[config.mk]
export PLATFORM = sky130hd
export DESIGN_NAME = alu_issue_unit
export DESIGN_NICKNAME = d
export VERILOG_FILES = /design/src/rtl/alu_issue_unit.sv
export SDC_FILE = /design/constraint.sdc
export NUM_CORES = 2
export LEC_CHECK = 0
export CORE_ASPECT_RATIO = 1.25
export CORE_MARGIN = 2
export CORE_UTILIZATION = 30
export CTS_CLUSTER_DIAMETER = 100
export DETAILED_ROUTE_END_ITERATION = 7
export GPL_TIMING_DRIVEN = 0
export PLACE_DENSITY_LB_ADDON = 0.08
export SYNTH_ARGS = -nofsm -noshare
export SYNTH_HDL_FRONTEND = slang
export SYNTH_SLANG_ARGS = --single-unit
[constraint.sdc]
create_clock -name clk -period 7.7 [get_ports clk]
set_clock_uncertainty 0.05 [all_clocks]
set_input_delay 1.54 -clock clk [delete_from_list [all_inputs] [get_ports clk]]
set_output_delay 1.54 -clock clk [all_outputs]
set_load 0.03 [all_outputs]
[src/rtl/alu_issue_unit.sv]
// alu_issue_unit: decodes RV32 R/I-type ALU instructions, issues one op to the
// negedge ALU, and writes the captured result back to a 32x32 register file.
module alu_issue_unit #(
    parameter int XLEN  = 32,
    parameter int NREGS = 32
) (
    input  logic            clk,
    input  logic            reset_n,
    input  logic            instr_valid,
    output logic            instr_ready,
    input  logic [31:0]     instr,
    output logic            alu_enable,
    output logic [XLEN-1:0] alu_opA,
    output logic [XLEN-1:0] alu_opB,
    output logic [3:0]      alu_op,
    input  logic [XLEN-1:0] alu_result,
    output logic            wb_valid,
    output logic [4:0]      wb_rd,
    output logic [XLEN-1:0] wb_data,
    output logic            illegal,
    input  logic [4:0]      dbg_addr,
    output logic [XLEN-1:0] dbg_data
);
    typedef enum logic [1:0] {IDLE, DECODE, EXEC, WB} state_t;
    state_t          state;
    logic [31:0]     instr_q;
    logic [XLEN-1:0] rf [NREGS];
    logic [6:0]      opc, f7;
    logic [2:0]      f3;
    logic [4:0]      rs1, rs2, rd;
    logic            r_type, i_type, is_shift, legal;
    logic [3:0]      op_d;
    logic [XLEN-1:0] a_d, b_raw, b_d;

    assign instr_ready = (state == IDLE);
    assign dbg_data    = (dbg_addr == 5'd0) ? '0 : rf[dbg_addr];

    always_comb begin
        opc      = instr_q[6:0];
        f3       = instr_q[14:12];
        f7       = instr_q[31:25];
        rs1      = instr_q[19:15];
        rs2      = instr_q[24:20];
        rd       = instr_q[11:7];
        r_type   = (opc == 7'b0110011);
        i_type   = (opc == 7'b0010011);
        is_shift = (f3 == 3'b001) || (f3 == 3'b101);
        // funct3 010/011 are slt/sltu, unsupported; only add has a funct7 variant (sub)
        legal    = r_type ? ((f7 == 7'd0) ? (f3 != 3'b010 && f3 != 3'b011)
                                          : (f7 == 7'b0100000 && f3 == 3'b000))
                 : i_type ? ((f3 != 3'b010 && f3 != 3'b011) && (!is_shift || f7 == 7'd0))
                 : 1'b0;
        op_d     = (f3 == 3'b000) ? {3'b000, r_type & f7[5]}
                 : (f3 == 3'b111) ? 4'd2
                 : (f3 == 3'b110) ? 4'd3
                 : (f3 == 3'b100) ? 4'd4
                 : (f3 == 3'b001) ? 4'd5 : 4'd6;
        a_d      = (rs1 == 5'd0) ? '0 : rf[rs1];
        b_raw    = r_type ? ((rs2 == 5'd0) ? '0 : rf[rs2])
                          : {{(XLEN-12){instr_q[31]}}, instr_q[31:20]};
        b_d      = is_shift ? {{(XLEN-5){1'b0}}, b_raw[4:0]} : b_raw;
    end

    always_ff @(posedge clk or negedge reset_n) begin
        if (!reset_n) begin
            state      <= IDLE;
            instr_q    <= '0;
            alu_enable <= 1'b0;
            alu_opA    <= '0;
            alu_opB    <= '0;
            alu_op     <= '0;
            wb_valid   <= 1'b0;
            wb_rd      <= '0;
            wb_data    <= '0;
            illegal    <= 1'b0;
            for (int i = 0; i < NREGS; i++) rf[i] <= '0;
        end else begin
            illegal  <= 1'b0;
            wb_valid <= 1'b0;
            case (state)
                IDLE: if (instr_valid) begin
                    instr_q <= instr;
                    state   <= DECODE;
                end
                DECODE: if (legal) begin
                    alu_opA    <= a_d;
                    alu_opB    <= b_d;
                    alu_op     <= op_d;
                    alu_enable <= 1'b1;
                    state      <= EXEC;
                end else begin
                    illegal <= 1'b1;
                    state   <= IDLE;
                end
                EXEC: begin
                    alu_enable <= 1'b0;
                    wb_valid   <= 1'b1;
                    wb_rd      <= rd;
                    wb_data    <= alu_result;
                    if (rd != 5'd0) rf[rd] <= alu_result;
                    state      <= WB;
                end
                default: state <= IDLE;
            endcase
        end
    end
endmodule

== Word level (Yosys, flattened, before mapping) ==
Cells that the tools add are included.

* Add/subtract/negate cells: 0
* Multiply operators: 0
* Divide/modulo/power cells: 0
* Order comparisons: 5
* Eq/ne operators: 14
* Shift-type cells: 0
* Mux-type cells: 33
* Bitwise logic cells: 5
* Reduce and logical (&&, ||, !) cells: 19

{| class="wikitable"
|+ Operator list
! cell !! number
|-
| $bwmux 1024 || 1
|-
| $bmux 32 s5 || 3
|-
| $mux 32 || 12
|-
| $demux 32 s5 || 1
|-
| $ge 6x6->1 const B || 4
|-
| $not 5->6 || 4
|-
| $logic_not 5->1 || 3
|-
| $eq 7x6->1 const B || 2
|-
| $eq 3x3->1 const B || 4
|-
| $mux 3 || 3
|-
| $mux 2 || 4
|-
| $reduce_and 2->1 || 4
|-
| $eq 7x5->1 const B || 1
|-
| $logic_not 7->1 || 1
|-
| $mux 1 || 7
|-
| $lt 6x1->1 const B || 1
|-
| $ne 3x2->1 const B || 2
|-
| $pmux 2 s3 || 1
|-
| $reduce_bool 5->1 || 1
|-
| $logic_and 1x1->1 || 4
|-
| $ne 2x2->1 const B || 2
|-
| $eq 3x1->1 const B || 1
|-
| $logic_not 3->1 || 1
|-
| $eq 2x1->1 const B || 1
|-
| other kinds (7) || 8
|}

* Flip-flop bits (word level): 1166
* Latch bits: 0
* RAM bits: 0
* Bits in read-only memories: 0
* Bits of input ports: 72
* Output and inout bits: 141
* Memories: 0

== Logic depth before layout (Yosys ltp) ==
* Depth after elaboration: 9
* Mapped depth: 10
* Mapped depth without buffers: 6

== Worst setup path before layout ==
OpenSTA, ideal clock, no wires.

* Kind: input port to output port
* Start point: input port dbg_addr[0]
* End point: output port dbg_data[10]
* Data arrival time: 3514 ps
* Setup slack: 2596 ps
* Cell stages on the path: 7
* Buffers on the path: 3
* Cells stage by stage: clkbuf_1 > buf_2 > buf_2 > mux4_2 > mux4_2 > nand2_1 > o21ai_1

* Cells in the longest elaborated chain, start to end: 5

{| class="wikitable"
|+ RTL lines
! what !! RTL line !! source
|-
| start: declaration || 21 || <nowiki>input logic [4:0] dbg_addr,</nowiki>
|-
| $not 5->6 (implied by the code) || 36 || <nowiki>assign dbg_data = (dbg_addr == 5'd0) ? '0 : rf[dbg_addr];</nowiki>
|-
| $bmux 32 s5 || 36 ||
|-
| $mux 32 (implied by the code) (2 in series) || 36 ||
|-
| $mux 32 (*) || 36 ||
|-
| end: declaration || 22 || <nowiki>output logic [XLEN-1:0] dbg_data</nowiki>
|}

Every way passes the cells marked *; elsewhere a longest branch is shown, timed or not. The select of a mux whose other input is x is not followed.

== Worst setup path after layout ==
* Start point: input port dbg_addr[3]
* End point: output port dbg_data[10]

The elaborated chain is that of the path after synthesis.

==> summary.md <==
| Metric | Value |
|---|---|
| Status | finished with violations |
| Failing checks | max-capacitance violations, max-slew violations |
| Vias in the first global route | around 48,000 |
| Synthesis-stage register bit count | 1,165 |
| Final Setup Violations | 0 |
| Routed vias/inst | 5.92 |
| Share of post-route cells with drive strength above 1 | between 40 and 50% |
| Antenna violations before repair | 21 |
| CP Class | in -> out |
| Reg2Reg Setup Slack | 2.56 ns |
| Hold_buf cts | 0 |
| Clock Tree Buf Depth | 4 |
| Number of DRC markers in iteration 0 | roughly 4,300 |
| Mapped Cells | 4,335 |
| Core area | 221,000 um^2 |
| Wl on met1 | 120,000 um |
| GRT Overall Usage | approximately 28% |
| Die area | 226,000 um^2 |
| I/O Pins | 213 |
| Synth top area share | 43.7% |
| Ys flop type | dfrtp_1 |
| Reg clk slew, reported paths | 0.05 ns |
| RSZ-0062 raised after global routing | no |
| Detail Route met2 WL | 156,000 um |
| Syn Std Cell Area | 66,700 um^2 |
| Sw Share | around 33% |
| CP max FO | 10 |
| PostCTS Resize Cnt | 0 |
| CP endpoint | dbg_data[10] |
| Internal power | 0.0122 W |
| DRC viols | 0 |
| Share of synthesized flip-flops with an asynchronous set or reset | 100% |
| Setup Buffers After CTS | 0 |
| DR top layer | met5 |
| Max-Cap Viols | 4 |
| Hold WC Path Type | reg -> reg |
| Die height | between 500 and 600 um |
| Crit path DAT | 6.06 ns |
| Vias | between 40,000 and 50,000 |
| Syn-to-layout area delta | 16.4% |
| Clk Latency, worst-skew pair | about 0.84 ns |
| Fin nets | 4,782 |
| Seq/Total Area, Yosys | 43.7% |
| Total CTS buffers | 151 |
| P per Cell Area | between 200 and 250 nW/um^2 |
| Most frequent cells in the layout | dfrtp_1 (1,165), mux2_2 (964), mux4_2 (860), clkbuf_1 (287), nand2_1 (219) |
| Pwr Total | around 0.018 W |
| Hold depth | 1 |
| Routability congestion estimate | 0.893 |
| Worst setup path startpoint | dbg_addr[3] |
| NetSw | 0.00601 W |
| Clk network pwr share | 39.0% |
| Gr ovfl total | 0 |
| FF-to-FF Start | instr_q[20] |
| Drt pass-1 iters | 7 |
| Dominant cells by area after synthesis | dfrtp_1 (44%), mux4_2 (29%), mux2_2 (16%), clkbuf_1 (1.5%), a22oi_1 (1.2%) |
| Final period util | 99.4% |
| Final min period | 7.65 ns |
| Reg2reg path depth | 8 |
| Die span in x | 426 um |
| Root Buffer | clkbuf_16 |
| Final hold vios | 0 |
| Syn Area/Cell | 15.4 um^2 |
| Synth area leader | dfrtp_1 |
| First-pass GRT wire length | approximately 430,000 um |
| Critical Path Source Type | primary input |
| CTS H-tree lvls | 4 |
| Worst slew margin | -5.43% |
| Antenna viol nets, final | 0 |
| Syn nets | 4,407 |
| Buffers on Ports | 208 |
| Commonest non-fill, non-tap cell in the layout | dfrtp_1 |
| Row cnt | 193 |
| Sequential power share | 36.8% |
| Worst endpoint required time | 6.11 ns |
| Largest net degree at the start of global routing | 160 |
| Fmax achieved | 131 MHz |
| Initial Utilization | between 30 and 40% |
| CTS tree | yes |
| Number of enable flip-flop cells after synthesis | 0 |
| Max Transition Viols Final | 43 |
| Clk sinks | roughly 1,200 |
| Detail-routed net length per standard cell | approximately 40 um |
| Detail Placement HPWL | 238,000 um |
| Worst-Margin Slew | 1.58 ns |
| P_leak | 31.8 nW |
| RR Endpoint | alu_opB[11] |
| Met3 WL | 18,800 um |
| Combinational power share | 24.1% |
| Final setup TNS | 0 ns |
| Worst VDD drop | 0.133 mV |
| Crit. End Element | output port |
| Yosys warnings | 0 |
| Post-detailed-routing wire length | 316,000 um |
| Yosys cell types | 53 |
metal layers:
layer  vias to the layer above  GRT usage, %
li1                      17900             -
met1                     25300          33.8
met2                      1885          47.2
met3                       672          4.35
met4                         6          16.0
met5                         -             0
area by class of cell:
class                   instances  area, um^2
fillers                     21500      144000
multi-input cells            2627       35300
flip-flops and latches       1165       29200
clock buffers                 221        4450
well taps                    2925        3660
repair buffers                222        2430
plain buffers                 505        2180
clock inverters                35         328
inverters                      38         143
diodes                          5        12.5
critical path, cell delays in order:
cell and delay [ns]:
clkdlybuf4s50_1 0.69, clkbuf_1 0.97, clkbuf_1 1.07, mux4_2 0.41, inv_1 0.14, o21ai_1 0.44, clkdlybuf4s50_1 0.77
state kept, by name (all words and copies together) (netlist names):
name / count
instr_q: 32
wb_valid: 1
alu_opA: 32
wb_rd: 5
rf: 1024
alu_opB: 32
state: 2
alu_enable: 1
alu_op: 3
illegal: 1
wb_data: 32
Yosys cell counts, types with 2 or more instances:
master / number
clkinv_1: 2
nand3_1: 10
nand2_1: 219
a21oi_1: 62
a211oi_1: 2
nor2_1: 39
a22oi_1: 111
o31ai_1: 2
and2_1: 2
or2_2: 3
mux2_1: 68
nand3b_1: 3
nor3b_1: 3
and3_1: 9
mux4_2: 860
mux2i_1: 46
o22ai_1: 3
nor4b_1: 2
nor3_1: 7
o21ai_0: 9
a211o_1: 2
nor4_1: 4
dfrtp_1: 1165
or3_1: 2
buf_4: 4
nor2b_1: 13
o21ai_1: 87
o221ai_1: 4
mux2_2: 964
buf_1: 82
a31oi_1: 9
a221o_1: 32
a2111oi_0: 5
buf_6: 9
a221oi_1: 22
clkbuf_1: 274
buf_2: 136
nand2b_1: 8
inv_1: 35
o211ai_1: 3
power by group through the flow:
stage | Clock (W) | Combinational [W] | Sequential, W
2_1_floorplan | 0 | 0.00215 | 0.00691
3_3_place_gp | 0 | 0.00435 | 0.00685
3_5_place_dp | 0 | 0.00439 | 0.00682
4_1_cts | 0.00727 | 0.00440 | 0.00671
5_1_grt | 0.00749 | 0.00451 | 0.00675
6_report | 0.00712 | 0.00439 | 0.00672
per-stage QoR:
step                utilization (%)  setup slack, ns  instances  area, um^2  hold slack [ns]
floorplan                         -             2.60       4335       66700            0.388
global placement               32.8           -53.40       7468       72500            0.407
detailed placement             33.0            0.145       7482       72900            0.411
CTS                            35.1            0.146       7738       77700            0.420
global route                   35.1            0.189       7739       77700            0.443
finish                         35.1           0.0478       7743       77700            0.420
cells by family (layout without fill, tap and decap cells):
family / count (synthesis) / in the layout / share of synthesized area (%)
muxes: 1938 / 1938 / 47.1
DFF: 1165 / 1165 / 43.7
buffers and inverters: 543 / 1021 / 3.43
AOI/OAI and AO/OA: 360 / 360 / 3.63
and+or+nand+nor: 328 / 328 / 2.10
other: 1 / 6 / 0.00562
worst min path at each step:
stage	startpoint	endpoint	slack, ns
2_1_floorplan	state[0]	state[0]	0.39
3_3_place_gp	state[0]	state[0]	0.41
3_5_place_dp	state[0]	state[0]	0.41
4_1_cts	state[0]	state[0]	0.42
5_1_grt	wb_data[17]	wb_data[17]	0.44
6_report	state[0]	state[0]	0.42
(Power assumes the default switching activity.)
